File: config.mk
export PLATFORM = sky130hd
export DESIGN_NAME = spi_ram_ctrl
export DESIGN_NICKNAME = d
export VERILOG_FILES = /design/src/rtl/spi_ram_pkg.sv /design/src/rtl/spi_ram_mem.sv /design/src/rtl/spi_ram_ctrl.sv
export SDC_FILE = /design/constraint.sdc
export NUM_CORES = 2
export LEC_CHECK = 0
export CORE_MARGIN = 1
export CORE_UTILIZATION = 30
export DETAILED_ROUTE_END_ITERATION = 10
export DONT_BUFFER_PORTS = 1
export SYNTH_ARGS = -nofsm -noshare
export SYNTH_HDL_FRONTEND = slang
export SYNTH_SLANG_ARGS = --single-unit
File: constraint.sdc
create_clock -name clk -period 3.9 [get_ports clk]
set_input_delay 0.78 -clock clk [delete_from_list [all_inputs] [get_ports clk]]
set_output_delay 0.78 -clock clk [all_outputs]
set_load 0.02 [all_outputs]
File: src/rtl/spi_ram_pkg.sv
// spi_ram_pkg: shared opcodes, widths and default geometry for the SPI RAM controller
package spi_ram_pkg;
  localparam int CMD_W         = 10;
  localparam int DATA_W        = 8;
  localparam int DEF_MEM_DEPTH = 256;
  localparam int DEF_ADDR_SIZE = 8;
  typedef enum logic [1:0] {
    OP_WR_ADDR = 2'b00,
    OP_WR_DATA = 2'b01,
    OP_RD_ADDR = 2'b10,
    OP_RD_DATA = 2'b11
  } opcode_e;
endpackage

File: src/rtl/spi_ram_mem.sv
// spi_ram_mem: single-port RAM, sync write, registered read; parity column when SPI_RAM_PARITY_EN is defined
module spi_ram_mem
  import spi_ram_pkg::*;
#(
  parameter int DEPTH = DEF_MEM_DEPTH,
  parameter int AW    = DEF_ADDR_SIZE
) (
  input  logic              clk,
  input  logic              we_i,
  input  logic              re_i,
  input  logic [AW-1:0]     addr_i,
  input  logic [DATA_W-1:0] wdata_i,
`ifdef SPI_RAM_PARITY_EN
  output logic              rpar_o,
`endif
  output logic [DATA_W-1:0] rdata_o
);
  logic [DATA_W-1:0] mem_q [DEPTH];
  logic [DATA_W-1:0] rdata_q;
`ifdef SPI_RAM_PARITY_EN
  logic par_q [DEPTH];
  logic rpar_q;
  // Even-parity bit stored alongside each word and read out with it
  always_ff @(posedge clk) begin
    if (we_i) par_q[addr_i] <= ^wdata_i;
    if (re_i) rpar_q <= par_q[addr_i];
  end
  assign rpar_o = rpar_q;
`endif
  // Storage is deliberately not reset; read data is registered
  always_ff @(posedge clk) begin
    if (we_i) mem_q[addr_i] <= wdata_i;
    if (re_i) rdata_q <= mem_q[addr_i];
  end
  assign rdata_o = rdata_q;
endmodule

File: src/rtl/spi_ram_ctrl.sv
// spi_ram_ctrl: command decoder, independent wr/rd pointers, tx pipeline; SPI_RAM_PARITY_EN enables parity check
module spi_ram_ctrl
  import spi_ram_pkg::*;
#(
  parameter int MEM_DEPTH = DEF_MEM_DEPTH,
  parameter int ADDR_SIZE = DEF_ADDR_SIZE
) (
  input  logic              clk,
  input  logic              rst_n,
  input  logic              rx_valid,
  input  logic [CMD_W-1:0]  rx_data,
  output logic              tx_valid,
  output logic [DATA_W-1:0] tx_data,
  output logic              parity_err
);
  opcode_e             op;
  logic                mem_we, mem_re;
  logic [ADDR_SIZE-1:0] mem_addr;
  logic [DATA_W-1:0]   mem_rdata;
  logic [ADDR_SIZE-1:0] wr_addr_q, wr_addr_d, rd_addr_q, rd_addr_d;
  logic                pend_q, pend_d, tx_valid_q, tx_valid_d;
  logic [DATA_W-1:0]   tx_data_q, tx_data_d;
  assign op       = opcode_e'(rx_data[CMD_W-1:DATA_W]);
  assign mem_we   = rx_valid && op == OP_WR_DATA;
  assign mem_re   = rx_valid && op == OP_RD_DATA;
  assign mem_addr = mem_re ? rd_addr_q : wr_addr_q;
`ifdef SPI_RAM_PARITY_EN
  logic mem_rpar, parity_err_q, parity_err_d;
`endif
  spi_ram_mem #(.DEPTH(MEM_DEPTH), .AW(ADDR_SIZE)) u_mem (
    .clk     (clk),
    .we_i    (mem_we),
    .re_i    (mem_re),
    .addr_i  (mem_addr),
    .wdata_i (rx_data[DATA_W-1:0]),
`ifdef SPI_RAM_PARITY_EN
    .rpar_o  (mem_rpar),
`endif
    .rdata_o (mem_rdata)
  );
  // Pointer updates and the two-stage read pipeline (mem register, then tx register)
  always_comb begin
    wr_addr_d  = rx_valid && op == OP_WR_ADDR ? rx_data[ADDR_SIZE-1:0] :
                 mem_we ? wr_addr_q + ADDR_SIZE'(1) : wr_addr_q;
    rd_addr_d  = rx_valid && op == OP_RD_ADDR ? rx_data[ADDR_SIZE-1:0] :
                 mem_re ? rd_addr_q + ADDR_SIZE'(1) : rd_addr_q;
    pend_d     = mem_re;
    tx_valid_d = pend_q;
    tx_data_d  = pend_q ? mem_rdata : tx_data_q;
  end
  // Control state with asynchronous clear; a reset drops any pending read
  always_ff @(posedge clk or negedge rst_n) begin
    if (!rst_n) begin
      wr_addr_q  <= '0;
      rd_addr_q  <= '0;
      pend_q     <= 1'b0;
      tx_valid_q <= 1'b0;
      tx_data_q  <= '0;
    end else begin
      wr_addr_q  <= wr_addr_d;
      rd_addr_q  <= rd_addr_d;
      pend_q     <= pend_d;
      tx_valid_q <= tx_valid_d;
      tx_data_q  <= tx_data_d;
    end
  end
  assign tx_valid = tx_valid_q;
  assign tx_data  = tx_data_q;
`ifdef SPI_RAM_PARITY_EN
  // Sticky parity error, raised in the tx_valid cycle of a bad read
  always_comb parity_err_d = parity_err_q | (pend_q && ((^mem_rdata) != mem_rpar));
  // Parity flag register, cleared only by reset
  always_ff @(posedge clk or negedge rst_n) begin
    if (!rst_n) parity_err_q <= 1'b0;
    else parity_err_q <= parity_err_d;
  end
  assign parity_err = parity_err_q;
`else
  assign parity_err = 1'b0;
`endif
endmodule

# Yosys cells after proc, flatten, opt, wreduce, memory -nomap -nowiden
# Memories as Yosys holds them, arrays and structs flattened. A register that Yosys moved wholly into a read port is not among the register bits.
# Cells that the tools add are included.
# totals
reg_bits	26
mem_bits_rw	2048
input_bits	13
word_cells	25
memories	1
# memory_table
name	words	word_bits	read_ports	rd_ports_with_merged_regs	wr	line_no	text
u_mem.mem_q	256	8	1	1	1	spi_ram_mem.sv:18	logic [DATA_W-1:0] mem_q [DEPTH];
# op_classes
addsub	2
n_eq_ne	3
muxes	7
reduce_logical	7
# ops
operator	n
$mux 8	5
$add 8x1->8 const B	2
$eq 2x2->1 const B	2
$logic_and 1x1->1	4
$reduce_bool 2->1	2
$eq 2x1->1 const B	1
$logic_not 2->1	1
$mux 1	2

# Longest topological paths before layout
# logic_depth
word_depth	4
mapped_depth	15
depth_no_buf	10

# Cells and area by module
# From an unflattened synthesis, not the netlist that was laid out.
# hier_totals
cells_unflattened	3697
hier_area_um2	80045.5
# modules_own_cells
mod	n_inst	cells_per_inst	area_each_um2	seq_area_each_um2
spi_ram_mem	1	3547	78572.9	61739.2
spi_ram_ctrl	1	150	1472.7	650.6

# Worst setup path after synthesis
# Ideal clock, no wire load.
# synth_path
path_type	input to register
start	in rx_data[8]
end	mem u_mem.mem_q[100][0], enable pin
t_arrival_ns	3.078
required_time_ns	3.530
slack_ns	0.452
path_stages	11
n_path_buf	7
cell_sequence	buf_4 > and4_1 > a21oi_2 > buf_2 > buf_2 > buf_2 > buf_2 > clkbuf_1 > nand2_1 > clkbuf_1 > nor2_1
# synth_via
elab_chain_len	4
elab_cells_between_ends	7
classes_between	eq/ne: 2; mux: 3; reduce/logical: 2
# synth_lines
element	line_no	text
start, declared	spi_ram_ctrl.sv:11	input logic [CMD_W-1:0] rx_data,
$eq 2x1->1	spi_ram_ctrl.sv:24	assign mem_we = rx_valid && op == OP_WR_DATA;
$logic_and 1x1->1	spi_ram_ctrl.sv:24	
$mux 1	spi_ram_mem.sv:32	if (we_i) mem_q[addr_i] <= wdata_i;
$mux 1 (implied by the code)	spi_ram_mem.sv:32	
end, declared	spi_ram_mem.sv:18	
# Several ways; a longest one is shown, not always the timed one.

# Worst setup path in the final report
# layout_path
start	reg wr_addr_q[0]
end	reg u_mem.rdata_q[1], in the netlist u_mem.rdata_o[1], read port of u_mem.mem_q (data pin)
# layout_via
elab_chain_len	1
# layout_lines
element	line_no	text
start, declared	spi_ram_ctrl.sv:20	logic [ADDR_SIZE-1:0] wr_addr_q, wr_addr_d, rd_addr_q, rd_addr_d;
start signal, assigned	spi_ram_ctrl.sv:60	wr_addr_q <= wr_addr_d;
$mux 8	spi_ram_ctrl.sv:26	assign mem_addr = mem_re ? rd_addr_q : wr_addr_q;
end, declared	spi_ram_mem.sv:19	logic [DATA_W-1:0] rdata_q;
# Every way passes these cells.
# A chain may end at the register's enable or synchronous reset.

==> impl_results.md <==
- Worst hold start: rx_data[7]
- Post-CTS setup buffer count: 0
- Worst r2r src: wr_addr_q[0]
- Reg2Reg Depth: 11
- Total global routing overflow: 0
- Dpl hpwl: 145200 um
- Max-slew violation count: 0
- Switching pwr: 14360 uW
- Final setup viols: 0
- Syn_nets: 5760
- Clk buf depth: 3
- Nets: 6237
- Clock latency on the worst-skew pair: 0.86 ns
- Placed cells: 9599
- Clock power frac: 36.9%
- Total number of vias: 52.14k
- Fmax achieved: 259.2 MHz
- CTS Root Cell: clkbuf_16
- Comb pwr share: 16.5%
- Worst path max stage delay: 0.91 ns
- Period utilisation layout: 98.93%
- Vias per cell: 5.223
- Ys Warns: 0
- Maxcap violations: 0
- Register area share after synthesis: 75.65%
- Initial antenna violation count: 7
- Critical path peak fanout: 55
- Starting density of the core: 30.14%
- Clock buffer count from CTS: 204
- Hold Vio Cnt, Final: 0
- Clock Sinks: 2082
- Routed Antenna Nets: 0
- Share of layout cells above drive strength 1: 16.77%
- Crit start category: register
- Core Box Area: 0.2736 mm^2
- Largest net degree at the start of global routing: 259
- Crit path required time: 4.62 ns
- Cells after synthesis: 5745
- Site Rows: 192
- Hold WC Path Type: primary input to register
- Largest cells by area after synthesis: edfxtp_1 75%, nand2_1 5.9%, a21oi_1 2.2%
- Worst-Margin Slew: 1.298 ns
- IO Port Bufs: 0
- Global Route Usage Sum: 16.71%
- Drt first pass iters: 9
- Synth top cells by count: 2056 x edfxtp_1, 1300 x nand2_1, 364 x a21oi_1
- Sequential Power Share: 46.6%
- R2R setup slack: 0.04 ns
- Hold slack: 0.04613 ns
- Mapped cell area: 0.08247 mm^2
- LEAKAGE: 0.03256 uW
- WS Path Type: register to register
- Crit-path cells: inv_1 -> o22ai_4 -> buf_12 -> a21oi_1 -> a221oi_1 -> a21oi_1 -> a221oi_1 -> a31oi_1 -> buf_4 -> o311a_1 -> nand3_1
- Area Growth Syn to Fin: 18.27%
- Die ar.: 0.2770 mm^2
- RSZ-0062 raised after global routing: false
- Number of synthesized flops with an enable pin: 2056
- Yosys top cell area share: 74.86%
- Overall routed net length: 237500 um
- DR DRC count: 0
- Vias in the first global route: 50.46k
- Pwr dens: 546.5 mW/mm^2
- Final Critical Period: 3.858 ns
- Die extent in x: 526.3 um
- Critical R2R Capture: u_mem.rdata_o[1]
- Per-cell routed wire length: 23.79 um
- Ys async rst share: 1.249%
- Crit. End Element: register
- H-tree Lvls: 4
- Post-synth top flop: edfxtp_1
- Status: finished clean
- #FFs+latches synth: 2082
- Layout Cells excl Fill: 9982
- P_int: 38950 uW
- Routability congestion estimate: 0.9118
- Synth unique cells: 71
- Top-count cell post-synth: edfxtp_1
- Die span in y: 526.3 um
- Avg Synthesized Cell Area: 14.36 um^2
- First-pass GRT wire length: 346600 um
- Io pins: 23
- Post-synth top area cell: edfxtp_1
- Sw Share: 26.93%
- DR iter-0 viols: 6350
- Hold path depth: 0
- Hold Path End: u_mem.mem_q[81][7]
- CP max-delay cell: a221oi_1
- Clk slew on worst S/H paths: 0.07 ns
- WP data arrival: 4.58 ns
- Worst Skew: 0.03354 ns
- CTS tree: done
- Worst relative slew slack: 13.45%
- Final Util: 35.65%
- Peak supply drop: 0.5694 mV
-- through the flow --
step                total power [uW]  TNS [ns]  setup WS [ns]  area [um^2]
floorplan                      29950         0         0.4520        82470
global placement               33880    -3.905        -0.4237        90810
detailed placement             33930    -5.400        -0.3792        90810
CTS                            53450         0        0.08644        97490
global route                   54850         0        0.01309        97540
finish                         53310         0        0.04175        97540
-- cell families (layout without fill, tap and decap cells) --
logic type | after synthesis | in the layout | share of synthesized area (%)
mux | 206 | 206 | 3.608
compound gates | 939 | 939 | 7.666
simple gates | 2124 | 2124 | 10.68
fa+ha+maj | 2 | 2 | 0.03034
flops | 2082 | 2082 | 75.65
other cells | 1 | 2 | 0.004547
buf+inv | 391 | 1038 | 2.358
-- metal layers --
layer  up-vias  track usage (%)  wire, um
li1      22828                -         -
met1     26366            22.83     98850
met2      2506            26.05    108400
met3       433            3.140     20130
met4         2            6.878     10110
met5         -                0         7
-- area by class of cell --
type | count | area, um^2
Fill cell | 25662 | 176100
Sequential cell | 2082 | 62390
Multi-Input combinational cell | 3272 | 18330
Timing Repair Buffer | 654 | 5673
Clock buffer | 256 | 5426
Tap cell | 3589 | 4491
Clock inverter | 120 | 1205
Inverter | 8 | 30.03
Antenna cell | 1 | 2.502
-- timing repair --
action                                  in CTS  in global routing
hold buffers                                 3                  3
resized for setup                            0                  4
hold endpoints to repair                    30                 19
endpoints found under the setup margin       0                  4
-- power by group through the flow --
stage	Combinational [uW]	Clock [uW]	Sequential [uW]
6_report	8810	19700	24800
5_1_grt	9280	20800	24800
4_1_cts	8700	19900	24800
3_5_place_dp	8650	0	25300
3_3_place_gp	8600	0	25300
2_1_floorplan	4740	0	25200
-- worst max-delay path by stage --
stage	depth (start not counted)	to	from	slack, ns
2_1_floorplan	11	u_mem.mem_q[100][0]	rx_data[8]	0.45
3_3_place_gp	13	u_mem.rdata_o[5]	rx_data[8]	-0.42
3_5_place_dp	13	u_mem.rdata_o[5]	rx_data[8]	-0.38
4_1_cts	10	u_mem.rdata_o[5]	wr_addr_q[0]	0.09
5_1_grt	13	u_mem.rdata_o[0]	wr_addr_q[0]	0.01
6_report	11	u_mem.rdata_o[1]	wr_addr_q[0]	0.04
-- worst max-delay path: cells and delay by family, from the launching register on --
kind	cells	cell delay, ns
compound gates	7	2.28
buf+inv	3	0.76
flops	1	0.52
simple gates	1	0.12
-- sequential cells by signal (all words and copies together) (netlist names) --
name	flops
pend_q	1
rd_addr_q	8
tx_data	8
tx_valid	1
u_mem.mem_q	2048
u_mem.rdata_o	8
wr_addr_q	8
-- cell usage in the layout (no fill, tap or decap), types with 45 or more instances in the layout --
cell type	instances
a311oi_1	53
clkinv_1	50
nand2_1	1299
a221oi_1	137
nand3_1	341
clkbuf_16	209
a21oi_1	363
and3_1	59
mux4_2	71
clkbuf_1	45
buf_4	589
mux2i_1	117
a31oi_1	124
a22oi_1	70
edfxtp_1	2056
nor2_1	321
buf_12	60
No activity file was read; power rests on OpenSTA's default activity.
